### config.mk
export PLATFORM = sky130hd
export DESIGN_NAME = rf_wb_queue
export DESIGN_NICKNAME = d
export VERILOG_FILES = /design/src/rtl/rf_wb_queue_pkg.sv /design/src/rtl/rf_wb_queue_match.sv /design/src/rtl/rf_wb_queue.sv
export SDC_FILE = /design/constraint.sdc
export NUM_CORES = 1
export LEC_CHECK = 0
export BUFFER_PORTS_ARGS = -buffer_cell sky130_fd_sc_hd__buf_2
export CORE_ASPECT_RATIO = 1.2
export CORE_MARGIN = 1
export CORE_UTILIZATION = 47
export DETAILED_ROUTE_END_ITERATION = 8
export HOLD_SLACK_MARGIN = 0.03
export PLACE_DENSITY = 0.76
export SYNTH_ARGS = -nofsm -noshare
export SYNTH_HDL_FRONTEND = slang
export SYNTH_SLANG_ARGS = --single-unit
### constraint.sdc
create_clock -name clk -period 9.5 [get_ports clk]
set_input_delay 1.425 -clock clk [delete_from_list [all_inputs] [get_ports clk]]
set_output_delay 1.425 -clock clk [all_outputs]
set_load 0.1 [all_outputs]
### src/rtl/rf_wb_queue_pkg.sv
// Shared defaults and the entry record for the register-file write-back queue.
package rf_wb_queue_pkg;

   localparam int unsigned WBQ_DEPTH  = 4;
   localparam int unsigned WBQ_REG_W  = 3;
   localparam int unsigned WBQ_DATA_W = 16;

   // One queued register write at the default widths.
   typedef struct packed {
      logic                  valid;
      logic [WBQ_REG_W-1:0]  regsel;
      logic [WBQ_DATA_W-1:0] data;
   } wbq_entry_t;

endpackage

### src/rtl/rf_wb_queue_match.sv
// Age-priority lookup: the youngest valid entry whose regsel equals sel supplies the data.
module wbq_match
   import rf_wb_queue_pkg::*;
#(
   parameter int unsigned DEPTH  = WBQ_DEPTH,
   parameter int unsigned REG_W  = WBQ_REG_W,
   parameter int unsigned DATA_W = WBQ_DATA_W
) (
   input  logic                       valid  [DEPTH],
   input  logic [REG_W-1:0]           regsel [DEPTH],
   input  logic [DATA_W-1:0]          data   [DEPTH],
   input  logic [$clog2(DEPTH)-1:0]   head,
   input  logic [REG_W-1:0]           sel,
   output logic                       hit,
   output logic [DATA_W-1:0]          fwd
);

   localparam int unsigned PW = $clog2(DEPTH);

   logic [PW-1:0] idx;

   // Walk from oldest (head) to youngest; later matches overwrite earlier ones.
   always_comb begin
      hit = 1'b0;
      fwd = '0;
      idx = head;
      for (int k = 0; k < DEPTH; k++) begin
         idx = head + PW'(k);
         if (valid[idx] && (regsel[idx] == sel)) begin
            hit = 1'b1;
            fwd = data[idx];
         end
      end
   end

endmodule

### src/rtl/rf_wb_queue.sv
// In-order write-back queue in front of the register-file write port, with read-port forwarding.
module rf_wb_queue
   import rf_wb_queue_pkg::*;
#(
   parameter int unsigned DEPTH  = WBQ_DEPTH,
   parameter int unsigned REG_W  = WBQ_REG_W,
   parameter int unsigned DATA_W = WBQ_DATA_W
) (
   input  logic                     clk,
   input  logic                     rst,
   input  logic                     in_valid,
   input  logic [REG_W-1:0]         in_regsel,
   input  logic [DATA_W-1:0]        in_data,
   output logic                     in_ready,
   input  logic                     hold,
   output logic                     write,
   output logic [REG_W-1:0]         writeregsel,
   output logic [DATA_W-1:0]        writedata,
   input  logic [REG_W-1:0]         read1regsel,
   input  logic [REG_W-1:0]         read2regsel,
   output logic                     hit1,
   output logic [DATA_W-1:0]        fwd1data,
   output logic                     hit2,
   output logic [DATA_W-1:0]        fwd2data,
   output logic [$clog2(DEPTH):0]   count,
   output logic                     err
);

   localparam int unsigned PW = $clog2(DEPTH);
   localparam int unsigned CW = PW + 1;

   logic              valid_q  [DEPTH];
   logic [REG_W-1:0]  regsel_q [DEPTH];
   logic [DATA_W-1:0] data_q   [DEPTH];

   logic [PW-1:0] head_q, tail_q;
   logic [CW-1:0] count_q, count_d;
   logic          err_q;

   logic empty, full, push, pop;

   // Handshake and drain decisions; in_ready deliberately ignores a same-cycle pop.
   always_comb begin
      empty = (count_q == '0);
      full  = (count_q == CW'(DEPTH));
      push  = in_valid & ~full;
      pop   = ~empty & ~hold;
      case ({push, pop})
         2'b10:   count_d = count_q + CW'(1);
         2'b01:   count_d = count_q - CW'(1);
         default: count_d = count_q;
      endcase
   end

   // Pointers, occupancy, valid bits and overflow pulse.
   always_ff @(posedge clk or posedge rst) begin
      if (rst) begin
         head_q  <= '0;
         tail_q  <= '0;
         count_q <= '0;
         err_q   <= 1'b0;
         for (int i = 0; i < DEPTH; i++) valid_q[i] <= 1'b0;
      end else begin
         count_q <= count_d;
         err_q   <= in_valid & full;
         // Push and pop never target the same slot: pop needs non-empty, push needs non-full.
         if (pop) begin
            valid_q[head_q] <= 1'b0;
            head_q          <= head_q + PW'(1);
         end
         if (push) begin
            valid_q[tail_q] <= 1'b1;
            tail_q          <= tail_q + PW'(1);
         end
      end
   end

   // Payload storage; qualified by valid_q so it needs no reset.
   always_ff @(posedge clk) begin
      if (push) begin
         regsel_q[tail_q] <= in_regsel;
         data_q[tail_q]   <= in_data;
      end
   end

   // Write port driven from the head entry only; no path from in_valid.
   always_comb begin
      write       = pop;
      writeregsel = empty ? '0 : regsel_q[head_q];
      writedata   = empty ? '0 : data_q[head_q];
      in_ready    = ~full;
      count       = count_q;
      err         = err_q;
   end

   wbq_match #(
      .DEPTH  (DEPTH),
      .REG_W  (REG_W),
      .DATA_W (DATA_W)
   ) u_match1 (
      .valid  (valid_q),
      .regsel (regsel_q),
      .data   (data_q),
      .head   (head_q),
      .sel    (read1regsel),
      .hit    (hit1),
      .fwd    (fwd1data)
   );

   wbq_match #(
      .DEPTH  (DEPTH),
      .REG_W  (REG_W),
      .DATA_W (DATA_W)
   ) u_match2 (
      .valid  (valid_q),
      .regsel (regsel_q),
      .data   (data_q),
      .head   (head_q),
      .sel    (read2regsel),
      .hit    (hit2),
      .fwd    (fwd2data)
   );

endmodule

# == Yosys cells after proc, flatten, opt, wreduce, memory -nomap -nowiden ==
# Index checks and enable logic that the tools add are counted.
# W data, S select, Z words.
# classes
eq_ne,11
n_div,0
n_reduce_logical,12
bitwise,14
n_mul,0
addsub,6
muxes,67
shifts,0
magnitude_cmp,7
# ops
cell,n
$mux W16,18
$bmux W16 S2,4
$bwmux W64,1
$demux W16 S2,1
$mux W3,10
$bmux W3 S2,4
$eq A3 B3 Y1,8
$mux W1,18
$ge A3 B3 Y1 const B,5
$not A2 Y3,5
$bwmux W12,1
$logic_and A1 B1 Y1,10
$bmux W1 S2,4
$mux W4,2
$demux W3 S2,1
$lt A3 B1 Y1 const B,2
$pmux W3 S2,1
$add A2 B1 Y2 const B,2
$add A2 B2 Y2 const B,2
$and A4 B4 Y4,1
$demux W1 S2,2
$not A4 Y4,1
$or A4 B4 Y4,1
$add A3 B1 Y3 const B,1
8 further kinds,12
# totals
reg_bits,88
mem_count,0
latch_bits,0
output_inout_bits,59
wordCells,133
ram_bits,0
romBits,0

# == Depth between registers and ports, before layout ==
# logic_depth
ltp_word,10
ltp_mapped,17
depth_no_buf,10

# == Modules after synthesis ==
# From an unflattened synthesis, not the netlist that was laid out.
# unflattened
cells_unflattened,838
hier_area_um2,8279.2
# modules_own_cells
module,area_each_um2,n_inst,cells_per_inst
wbq_match,2353.5,2,328
rf_wb_queue,3572.2,1,182

# == Worst setup path before layout ==
# Ideal clock, no wire load.
# synth_path
kind,reg-to-output
start,reg head_q[0]
end,out fwd1data[14]
n_path_buf,8
stages_incl_launch_ff,16
required_time_ps,8075
arrival_time_ps,5062
slack_ps,3013
path_cell_list,dfrtp_1 buf_6 buf_6 buf_2 buf_2 clkbuf_1 inv_1 ha_1 buf_4 mux2_2 xnor2_1 a2111o_1 buf_6 nor2b_4 buf_6 a31oi_1
# synth_between
word_cells_on_any_way,55
classes_between,3 x add/sub; 4 x eq/ne; 40 x mux; 4 x bitwise; 4 x reduce/logical
# synth_lines
item,line,rtl
"start, declared",rf_wb_queue.sv:36,"logic [PW-1:0] head_q, tail_q;"
"start signal, assigned",rf_wb_queue.sv:69,head_q <= head_q + PW'(1);
$add A2 B2 Y2 *,rf_wb_queue_match.sv:28,idx = head + PW'(k);
named net u_match1.idx[0],rf_wb_queue_match.sv:20,logic [PW-1:0] idx;
$not A2 Y3 (not written as such) *,"rf_wb_queue_match.sv:29, rf_wb_queue_match.sv:31",
$bmux W3 S2,rf_wb_queue_match.sv:29,if (valid[idx] && (regsel[idx] == sel)) begin
$mux W3 (not written as such) (2 in series),rf_wb_queue_match.sv:29,
$eq A3 B3 Y1,rf_wb_queue_match.sv:29,
$logic_and A1 B1 Y1,rf_wb_queue_match.sv:29,
$mux W16 *,rf_wb_queue_match.sv:29,
"end, declared",rf_wb_queue.sv:22,"output logic [DATA_W-1:0] fwd1data,"
# The timed path passes the listed nets; every way through them passes the cells marked *. The select of a mux whose other input is x is not followed.

# == Final worst setup path ==
# layout_path
start,reg head_q[1]
end,out fwd2data[7]
# layout_between
elab_chain_len,10
word_cells_on_any_way,55
classes_between,3 x add/sub; 4 x eq/ne; 40 x mux; 4 x bitwise; 4 x reduce/logical
# layout_rtl
item,line,rtl
$add A2 B1 Y2 / $not A2 Y3 (equally long branches),"rf_wb_queue_match.sv:28, rf_wb_queue_match.sv:29, rf_wb_queue_match.sv:31",
$not A2 Y3 (not written as such) / $bmux W3 S2 (equally long branches),"rf_wb_queue_match.sv:29, rf_wb_queue_match.sv:31",
$bmux W3 S2 / $mux W3 (equally long branches),rf_wb_queue_match.sv:29,
$mux W3 (not written as such),rf_wb_queue_match.sv:29,
$mux W3 (not written as such) / $eq A3 B3 Y1 (equally long branches),rf_wb_queue_match.sv:29,
$eq A3 B3 Y1 / $logic_and A1 B1 Y1 (equally long branches),rf_wb_queue_match.sv:29,
$logic_and A1 B1 Y1 / $mux W16 (equally long branches),rf_wb_queue_match.sv:29,
$mux W16 (2 in series),rf_wb_queue_match.sv:29,
$mux W16 *,rf_wb_queue_match.sv:29,
"end, declared",rf_wb_queue.sv:24,"output logic [DATA_W-1:0] fwd2data,"
# Every way passes the cells marked *; elsewhere a longest branch is shown, timed or not. The select of a mux whose other input is x is not followed.

==> summary.txt <==
==================================================================================================
Remaining number of nets flagged by the antenna check after routing                              0
Number of buffers created by CTS                                                                 9
Number of failing setup endpoints in the final timing report                                     0
Post-CTS Resized                                                                                 0
Share of cells above drive strength 1                                                        29.3%
Crit path DAT                                                                              5.74 ns
Depth of the CTS H-tree                                                                          3
Crit Path Class                                                                            reg2out
Clock latency reported for the late side of the worst-skew pair                            0.34 ns
Final-stage net count                                                                          641
Routability cong.                                                                            0.850
Fraction of synthesis flops using an asynchronous set or reset pin                           13.6%
Summed instance area of the synthesized netlist                                         6270 sq um
Routed wirelength normalized by instance count                                             20.2 um
Number of maximum-capacitance violations                                                         0
Root Driver                                                                           sky130_fd_sc_hd__clkbuf_16
Vias after detailed routing                                                                   4844
Period Utilization, post-route                                                               75.4%
Hold-fix buffer count after cts                                                                  0
Core footprint                                                                         12800 sq um
Endpoint class of the critical path                                                     output pin
Full die area                                                                          13800 sq um
Via-to-Cell Ratio                                                                             6.27
Hold slack                                                                                0.539 ns
Post-synthesis sequential area ratio                                                         41.2%
Crit path time final                                                                       7.17 ns
Maximum fanout count along the critical path                                                    45
Die X                                                                                       107 um
Synth Warn #                                                                                     0
PnR worst setup slack                                                                      2.33 ns
Total Routing Usage GR                                                                       23.7%
Vertical extent of the die                                                                  129 um
Number of buffers between clock root and the deepest sink                                        2
Max-slew headroom                                                                            23.5%
Placement Setup Slack                                                                      2.87 ns
Setup slack on the worst flop-to-flop path                                                 6.56 ns
Primary FF master, synth                                                              sky130_fd_sc_hd__edfxtp_1
Fmax                                                                                       140 MHz
Num ports                                                                                       88
Mapped Avg Cell Area                                                                    11.7 sq um
Final setup skew                                                                        0.00836 ns
DRC violation count after routing                                                                0
Worst setup SP type                                                                      flip-flop
HPWL reported at the end of detailed placement                                            10700 um
Final count of pins violating max slew                                                           0
# Post-CTS Setup Buffers                                                                         0
Net Count, Synth                                                                               575
Unrepaired setup endpoints after global routing                                              false
Number of port buffers                                                                          87
Class of the tightest hold or removal check                                                reg2reg
Wire length reported by the detailed router                                               15600 um
Final count of hold timing violations                                                            0
Initial standard-cell utilization of the core                                                48.9%
Critical path required time                                                                8.08 ns
Slew at the pin with the worst max-slew slack                                              1.15 ns
Global-route wire length before repair                                                    24800 um
Area growth from synthesis to layout                                                         12.1%
TritonCTS clock tree                                                                          done
Total Neg Setup Slack                                                                         0 ns
Run status                                                                            complete, no violations
Number of antenna violations at the first check in global routing                                1
Cell Rows                                                                                       45
Remaining global-route overflow                                                                  0
Pin count of the biggest net entering global routing                                            46
Number of distinct library cells after synthesis                                                43
Number of sinks driven by the clock tree                                                        88
Clock transition time at the flip-flop clock pins of the worst setup and hold paths        0.06 ns
Register bit total from synthesis                                                               88
Router iterations before antenna repair                                                          5
Total of fill cells in the finished design                                                    1096
DRT iter0 DRCs                                                                                 319
Via count of the first global-routing pass                                                    4918
Gate count after technology mapping                                                            536
Number of enable flip-flop cells after synthesis                                                76
==================================================================================================
worst paths after layout:
kind | start | to | cells after the start
worst max-delay path | head_q[1] | fwd2data[7] | 9
worst min-delay path | valid_q[3] | valid_q[3] | 1
worst max register to register | head_q[1] | head_q[1] | 4
worst min register to register | valid_q[3] | valid_q[3] | 1
max in group asynchronous | rst | head_q[0] | 2
min in group asynchronous | rst | count[0] | 2
layout make-up:
type	instances	area [sq um]	share of cell area, %
sequential	88	2590	36.8
clock buffer	9	225	3.20
tap	164	205	2.92
clock inverter	7	46.3	0.658
inverter	9	33.8	0.481
timing repair buffer	95	495	7.05
multi-input combinational	399	3440	48.9
antenna	1	2.50	0.0356
routing by layer:
layer  GRT usage (%)  wire length [um]
met1            29.5              6040
met2            39.4              7820
met3            4.31              1140
met4            12.5               556
met5               0                 0
placed cells by master (no fill, tap or decap), drive strengths merged, types with 2 or more instances in the layout:
master,n
a21o,4
a21oi,12
a31oi,19
and2,2
and3,7
buf,95
clkbuf,9
clkinv,6
dfrtp,12
edfxtp,76
ha,9
inv,10
mux2,18
mux2i,58
mux4,41
nand2,80
nand2b,3
nand3,14
nand3b,8
nand4,2
nand4b,2
nor2,22
nor2b,16
nor3,5
nor4,2
o211a,2
o211ai,2
o21ai,25
o221ai,12
xnor2,16
xor2,15
synthesized netlist by cell type, types with 2 or more instances:
| master | n | share of area [%] |
|---|---|---|
| sky130_fd_sc_hd__and2_1 | 2 | 0.20 |
| sky130_fd_sc_hd__buf_1 | 5 | 0.30 |
| sky130_fd_sc_hd__a21oi_1 | 12 | 0.96 |
| sky130_fd_sc_hd__o221ai_1 | 12 | 1.7 |
| sky130_fd_sc_hd__nand4_1 | 2 | 0.20 |
| sky130_fd_sc_hd__nand4b_1 | 2 | 0.28 |
| sky130_fd_sc_hd__and3_1 | 7 | 0.70 |
| sky130_fd_sc_hd__nand2b_1 | 3 | 0.30 |
| sky130_fd_sc_hd__o211a_1 | 2 | 0.32 |
| sky130_fd_sc_hd__buf_2 | 14 | 1.1 |
| sky130_fd_sc_hd__mux4_2 | 41 | 15 |
| sky130_fd_sc_hd__nor2b_1 | 15 | 1.5 |
| sky130_fd_sc_hd__buf_6 | 6 | 1.1 |
| sky130_fd_sc_hd__xnor2_1 | 16 | 2.2 |
| sky130_fd_sc_hd__nand3_1 | 14 | 1.1 |
| sky130_fd_sc_hd__nand2_1 | 80 | 4.8 |
| sky130_fd_sc_hd__mux2i_1 | 58 | 9.3 |
| sky130_fd_sc_hd__buf_4 | 4 | 0.48 |
| sky130_fd_sc_hd__nor3_1 | 3 | 0.24 |
| sky130_fd_sc_hd__nor2_1 | 22 | 1.3 |
| sky130_fd_sc_hd__inv_1 | 8 | 0.48 |
| sky130_fd_sc_hd__clkbuf_1 | 11 | 0.66 |
| sky130_fd_sc_hd__edfxtp_1 | 76 | 36 |
| sky130_fd_sc_hd__xor2_1 | 15 | 2.1 |
| sky130_fd_sc_hd__nand3b_1 | 8 | 0.96 |
| sky130_fd_sc_hd__nor4_4 | 2 | 0.68 |
| sky130_fd_sc_hd__o21ai_0 | 24 | 1.9 |
| sky130_fd_sc_hd__mux2_2 | 18 | 3.2 |
| sky130_fd_sc_hd__a21o_1 | 4 | 0.48 |
| sky130_fd_sc_hd__ha_1 | 9 | 1.8 |
| sky130_fd_sc_hd__dfrtp_1 | 12 | 4.8 |
| sky130_fd_sc_hd__a31oi_1 | 18 | 1.8 |
sequential cells by signal (all words and copies together) (netlist names):
| name | count |
|---|---|
| data_q | 64 |
| regsel_q | 12 |
| valid_q | 4 |
| count | 3 |
| head_q | 2 |
| tail_q | 2 |
| err | 1 |
per-stage QoR:
stage               instances  cell area, sq um  utilization [%]
CTS                       771              7030             54.7
global route              772              7030             54.8
floorplan                 536              6270                -
detailed placement        755              6760             52.6
global placement          755              6760             52.6
finish                    772              7030             54.8
kinds of logic after synthesis:
family | count (synthesis) | share of synthesized area (%)
buf+inv | 49 | 4.17
compound gates | 77 | 7.98
mux | 117 | 27.2
flops | 88 | 41.2
fa+ha+maj | 10 | 2.11
xor+xnor | 31 | 4.33
simple gates | 164 | 13.0
critical path: stages (launching register included):
cell	delay, ns
sky130_fd_sc_hd__dfrtp_1	0.35
sky130_fd_sc_hd__clkinv_1	0.80
sky130_fd_sc_hd__ha_2	1.49
sky130_fd_sc_hd__mux4_2	0.46
sky130_fd_sc_hd__xnor2_1	0.14
sky130_fd_sc_hd__and2_1	0.21
sky130_fd_sc_hd__and3_1	0.74
sky130_fd_sc_hd__nand2b_1	0.57
sky130_fd_sc_hd__o221ai_1	0.27
sky130_fd_sc_hd__buf_2	0.35
Power is not shown: default switching activity piles up to over one toggle a cycle in this logic, so the estimate is an artifact.
